## src/rtl/stim_pkg.sv

```systemverilog
// Shared types and default widths for the stimulus source and its gap timer.
package stim_pkg;

  typedef enum logic [1:0] {
    ST_IDLE = 2'd0,
    ST_SEND = 2'd1,
    ST_GAP  = 2'd2,
    ST_DONE = 2'd3
  } state_t;

  localparam int DEF_DATA_W = 4;
  localparam int DEF_CNT_W  = 8;
  localparam int DEF_GAP_W  = 8;
  localparam int DEF_STEP   = 1;

endpackage

```

## src/rtl/stim_source_gap_timer.sv

```systemverilog
// gap_timer: loadable down-counter timing the idle cycles between words.
// load wins over counting; expire is high while the count sits at zero.
module gap_timer
  import stim_pkg::*;
#(
  parameter int GAP_W = DEF_GAP_W
) (
  input  logic             clk,
  input  logic             rst_n,
  input  logic             load,
  input  logic [GAP_W-1:0] load_val,
  input  logic             count_en,
  output logic             expire
);

  logic [GAP_W-1:0] cnt_q, cnt_d;

  always_comb begin
    cnt_d = cnt_q;
    if (load) begin
      cnt_d = load_val;
    end else if (count_en && (cnt_q != '0)) begin
      cnt_d = cnt_q - GAP_W'(1);
    end
  end

  always_ff @(posedge clk or negedge rst_n) begin
    if (!rst_n) begin
      cnt_q <= '0;
    end else begin
      cnt_q <= cnt_d;
    end
  end

  assign expire = (cnt_q == '0);

endmodule

```

## src/rtl/stim_source.sv

```systemverilog
// stim_source: emits a bounded run of incrementing words over valid/ready with a programmable gap.
// Optional SRC_TRISTATE_EN adds bus_z, a copy of data driven only while valid is high.
//
// state   | meaning
// ST_IDLE | waiting for start; outputs quiet
// ST_SEND | word presented, valid held until accepted
// ST_GAP  | valid low, gap timer running down
// ST_DONE | one-cycle done pulse, then back to idle
module stim_source
  import stim_pkg::*;
#(
  parameter int DATA_W = DEF_DATA_W,
  parameter int CNT_W  = DEF_CNT_W,
  parameter int GAP_W  = DEF_GAP_W,
  parameter int STEP   = DEF_STEP
) (
  input  logic              clk,
  input  logic              rst_n,
  input  logic              start,
  input  logic              abort,
  input  logic [CNT_W-1:0]  num_words,
  input  logic [GAP_W-1:0]  gap_cfg,
  input  logic [DATA_W-1:0] seed,
  output logic              valid,
  input  logic              ready,
  output logic [DATA_W-1:0] data,
  output logic              busy,
  output logic              done,
`ifdef SRC_TRISTATE_EN
  output logic [DATA_W-1:0] bus_z,
`endif
  output logic [CNT_W-1:0]  sent_cnt
);

  localparam logic [DATA_W-1:0] STEP_V = DATA_W'(STEP);

  state_t            state_q, state_d;
  logic              valid_q, valid_d;
  logic              busy_q, busy_d;
  logic              done_q, done_d;
  logic [DATA_W-1:0] data_q, data_d;
  logic [CNT_W-1:0]  sent_q, sent_d;
  logic [CNT_W-1:0]  rem_q, rem_d;
  logic [GAP_W-1:0]  gap_q, gap_d;
  logic              tmr_load;
  logic              tmr_expire;
  logic [GAP_W-1:0]  tmr_val;

  // Timer is only loaded when gap_q is nonzero, so gap_q-1 never underflows in use.
  assign tmr_val = gap_q - GAP_W'(1);

  gap_timer #(.GAP_W(GAP_W)) u_gap_timer (
    .clk      (clk),
    .rst_n    (rst_n),
    .load     (tmr_load),
    .load_val (tmr_val),
    .count_en (state_q == ST_GAP),
    .expire   (tmr_expire)
  );

  always_comb begin
    state_d  = state_q;
    valid_d  = valid_q;
    busy_d   = busy_q;
    done_d   = 1'b0;
    data_d   = data_q;
    sent_d   = sent_q;
    rem_d    = rem_q;
    gap_d    = gap_q;
    tmr_load = 1'b0;

    if (abort) begin
      // Cancel beats everything, including a handshake in this same cycle.
      state_d = ST_IDLE;
      valid_d = 1'b0;
      busy_d  = 1'b0;
    end else begin
      case (state_q)
        ST_IDLE: begin
          if (start) begin
            sent_d = '0;
            if (num_words != '0) begin
              state_d = ST_SEND;
              valid_d = 1'b1;
              busy_d  = 1'b1;
              data_d  = seed;
              rem_d   = num_words;
              gap_d   = gap_cfg;
            end else begin
              state_d = ST_DONE;
              done_d  = 1'b1;
            end
          end
        end
        ST_SEND: begin
          if (valid_q && ready) begin
            data_d = data_q + STEP_V;
            sent_d = sent_q + CNT_W'(1);
            rem_d  = rem_q - CNT_W'(1);
            if (rem_q == CNT_W'(1)) begin
              state_d = ST_DONE;
              valid_d = 1'b0;
              busy_d  = 1'b0;
              done_d  = 1'b1;
            end else if (gap_q != '0) begin
              state_d  = ST_GAP;
              valid_d  = 1'b0;
              tmr_load = 1'b1;
            end
          end
        end
        ST_GAP: begin
          if (tmr_expire) begin
            state_d = ST_SEND;
            valid_d = 1'b1;
          end
        end
        ST_DONE: begin
          state_d = ST_IDLE;
        end
        default: begin
          state_d = ST_IDLE;
          valid_d = 1'b0;
          busy_d  = 1'b0;
        end
      endcase
    end
  end

  always_ff @(posedge clk or negedge rst_n) begin
    if (!rst_n) begin
      state_q <= ST_IDLE;
      valid_q <= 1'b0;
      busy_q  <= 1'b0;
      done_q  <= 1'b0;
      data_q  <= '0;
      sent_q  <= '0;
      rem_q   <= '0;
      gap_q   <= '0;
    end else begin
      state_q <= state_d;
      valid_q <= valid_d;
      busy_q  <= busy_d;
      done_q  <= done_d;
      data_q  <= data_d;
      sent_q  <= sent_d;
      rem_q   <= rem_d;
      gap_q   <= gap_d;
    end
  end

  assign valid    = valid_q;
  assign busy     = busy_q;
  assign done     = done_q;
  assign data     = data_q;
  assign sent_cnt = sent_q;

`ifdef SRC_TRISTATE_EN
  assign bus_z = valid_q ? data_q : 'z;
`endif

endmodule
```

## config.mk

```make
export PLATFORM = sky130hd
export DESIGN_NAME = stim_source
export DESIGN_NICKNAME = d
export VERILOG_FILES = /design/src/rtl/stim_pkg.sv /design/src/rtl/stim_source_gap_timer.sv /design/src/rtl/stim_source.sv
export SDC_FILE = /design/constraint.sdc
export NUM_CORES = 1
export LEC_CHECK = 0
export BUFFER_PORTS_ARGS = -buffer_cell sky130_fd_sc_hd__buf_4
export CORE_MARGIN = 10
export CORE_UTILIZATION = 60
export DETAILED_ROUTE_END_ITERATION = 6
export GPL_ROUTABILITY_DRIVEN = 0
export PLACE_DENSITY = 0.93
export SETUP_SLACK_MARGIN = 0.15
export SLEW_MARGIN = 20
export SYNTH_ARGS = -nofsm -noshare
export SYNTH_HDL_FRONTEND = slang
export SYNTH_SLANG_ARGS = --single-unit
```

## constraint.sdc

```tcl
create_clock -name clk -period 7.4 [get_ports clk]
set_clock_uncertainty 0.2 [all_clocks]
set_input_delay 0.74 -clock clk [delete_from_list [all_inputs] [get_ports clk]]
set_output_delay 0.74 -clock clk [all_outputs]
set_load 0.01 [all_outputs]
```

==> impl_results.md <==
- Outcome: finished, final reports clean
- Compound-cell area share of the yosys netlist: 18.5%
- Sequential power share: 40.8%
- Adder-cell share of the synthesized area: 4.15%
- Least-Margin Pin Slew: 0.711 ns
- Setup crit end kind: flop
- CTS tree: done
- Layout Cells excl Fill: 338
- Port Buffers: 39
- Layout net count: 323
- Mapped Nets: 285
- Final setup TNS: 0 ns
- Drt total wl: 5.73 mm
- Pre-antenna DRT Iters: 4
- Inst Count DP: 331
- Drt drc: 0
- Hold Slack: 0.195 ns
- Final instance area: 2820 µm²
- Util after Layout: 74.8%
- Normalized max-slew margin: 52.3%
- Critical Path RT: 7.44 ns
- PostCTS Resize Cnt: 0
- Hold Crit Class: primary input to async pin
- Detail Route Antenna Nets: 0
- CP max FO: 41
- Vias in the first global route: 2,040
- EDFF count, synth: 0
- Initial antenna violation count: 0
- Final period util: 37.9%
- Worst Path Arrival: 2.84 ns
- Switching power: 431 µW
- Area growth syn-to-layout: 16.9%
- Pins Over Slew Limit: 0
- Logic pwr share: 45.2%
- Post-DP HPWL: 4.15 mm
- Ys async rst share: 100%
- Final Hold Viols: 0
- Clock transition at the registers of the reported paths: 0.08 ns
- Die H: 83.4 µm
- Post-synthesis register bit count: 41
- Post-synthesis xor/xnor area fraction: 4.35%
- Mux cell area share after synthesis: 7.52%
- Post-synthesis cell area: 2410 µm²
- Post-Synth Simple-Gate Area: 20.0%
- Cell row count: 22
- Worst R2R End: rem_q[2]
- Core Region: 3770 µm²
- Largest net degree at the start of global routing: 42
- CTS Buf Count: 5
- Minimum clock period: 2.80 ns
- Die X: 83.4 µm
- Starting Density: 64.0%
- Cts hold-fix bufs: 0
- Clock share of power: 14.0%
- H-tree lvl count: 2
- Die area: 6960 µm²
- R2R cell count: 8
- Worst IR Drop VDD: 0.000274 V
- Total of max-cap violations: 0
- Tot GR Track Use: 16.4%
- First-pass GRT wire length: 9.56 mm
- CTS sink count: 41
- Cell count after synthesis: 252
- R2R setup slack: 4.60 ns
- Yosys warns: 0
- Post-synthesis area per instance: 9.58 µm²
- Drt wl/cell: 17.0 µm
- Post-synth cell types: 52
- Top_reg_cell synth: dfrtp_1
- Internal: 595 µW
- Clock Root Buffer: clkbuf_8
- Fmax: 0.357 GHz
- Net Sw Frac: 42.0%
- Placed inst area: 2740 µm²
- CP Launch Type: flop
- PD cells: 364 nW/µm²
- Static leakage: 0.00119 µW
- Sequential fraction of the synthesis area: 42.5%
- DR vias: 2,069
- Drt via density: 6.12
- Ports: 40
- Layout cells sized above 1: 23.1%
- Starting DRT DRC Count: 160
- Setup Viol. Count Final: 0
- CP Class: flop to flop
- Total setup buffers inserted after CTS: 0
- RSZ-0062 raised after global routing: false
- Worst skew pair latency: 0.31 ns
- Clock Path Buffers: 2
- Total grt overflow: 0
- R2R Path Start: state_q[1]
- Number of inserted diodes: 0
- Largest family of logic cells by synthesized area: simple AND/OR/NAND/NOR gates
## synthesized netlist by cell type, types with 5 or more instances
library cell | instances | area share (%)
nand3_1 | 8 | 1.7
ha_1 | 8 | 4.1
nor3_1 | 11 | 2.3
a2bb2oi_1 | 5 | 1.8
mux2_2 | 8 | 3.7
nand2_1 | 23 | 3.6
inv_1 | 9 | 1.4
or3_1 | 6 | 1.6
mux2i_1 | 8 | 3.3
o21ai_0 | 14 | 2.9
a21oi_1 | 15 | 3.1
dfrtp_1 | 41 | 43
xnor2_1 | 8 | 2.9
o21a_1 | 5 | 1.6
nor2_1 | 18 | 2.8
or4_1 | 5 | 1.6
## final cells by class
class	count	area (µm²)
flip-flops and latches	41	1030
clock inverters	1	8.76
multi-input cells	193	1320
well taps	48	60.1
inverters	9	33.8
clock buffers	6	72.6
fillers	263	950
repair buffers	40	300
## routing by layer
layer	track usage, %	share of wire (%)	vias to the layer above
li1	-	-	1007
met1	19.6	42	994
met2	25.8	50	58
met3	5.57	5.7	10
met4	7.87	2.1	0
met5	0	0	-
## cell families (layout without fill, tap and decap cells)
group / after synthesis / in the layout
DFF: 41 / 41
and+or+nand+nor: 92 / 92
adders and majority gates: 8 / 8
buffers and inverters: 18 / 56
xor gates and xnor gates: 12 / 12
AOI/OAI and AO/OA: 64 / 64
muxes: 17 / 17
## sequential cells by signal (all words and copies together), names as in the netlist
signal / count
gap_q: 8
rem_q: 8
sent_cnt: 8
u_gap_timer.cnt_q: 8
data: 4
state_q: 2
busy: 1
done: 1
valid: 1
## cells in the final DEF (no fill, tap or decap), drive strengths merged, types with 5 or more instances in the layout
| cell | synthesis | final |
|---|---|---|
| ha | 8 | 8 |
| xnor2 | 8 | 8 |
| dfrtp | 41 | 41 |
| o21ai | 15 | 15 |
| a21oi | 17 | 17 |
| nor3 | 12 | 12 |
| or4 | 6 | 6 |
| nor2 | 19 | 19 |
| buf | 6 | 40 |
| o22ai | 5 | 5 |
| nand3 | 8 | 8 |
| mux2 | 9 | 9 |
| mux2i | 8 | 8 |
| inv | 9 | 9 |
| a2bb2oi | 5 | 5 |
| nand2 | 23 | 23 |
| or3 | 8 | 8 |
| clkbuf | 3 | 6 |
| o21a | 5 | 5 |
## stage by stage
step	power, µW	worst slack [ns]
2_1_floorplan	744	5.01
3_5_place_dp	878	4.42
3_3_place_gp	847	4.56
6_report	1030	4.60
4_1_cts	1030	4.41
5_1_grt	1110	4.38
## power groups by stage
stage	Clock [µW]	Sequential [µW]	Combinational, µW
after floorplan	0	404	340
after global placement	0	412	436
after detailed placement	0	419	459
after CTS	146	416	463
after global routing	158	432	516
final	144	419	464
## critical path, cell delays in order, from the launching register on
cell and delay, ns:
dfrtp_1 0.41, inv_1 0.13, ha_1 0.17, buf_4 0.37
nor2_1 0.16, a2111o_1 0.55, a21o_2 0.35, a21oi_1 0.21
a2bb2oi_1 0.17
## worst max path at each step
stage,from,end,slack [ns],cells after the start
2_1_floorplan,num_words[2],data[2],5.01,6
3_3_place_gp,state_q[1],u_gap_timer.cnt_q[1],4.56,7
3_5_place_dp,state_q[1],u_gap_timer.cnt_q[1],4.42,7
4_1_cts,state_q[1],u_gap_timer.cnt_q[4],4.41,8
5_1_grt,state_q[1],rem_q[3],4.38,8
6_report,state_q[1],rem_q[2],4.60,8
(Power assumes the default switching activity.)
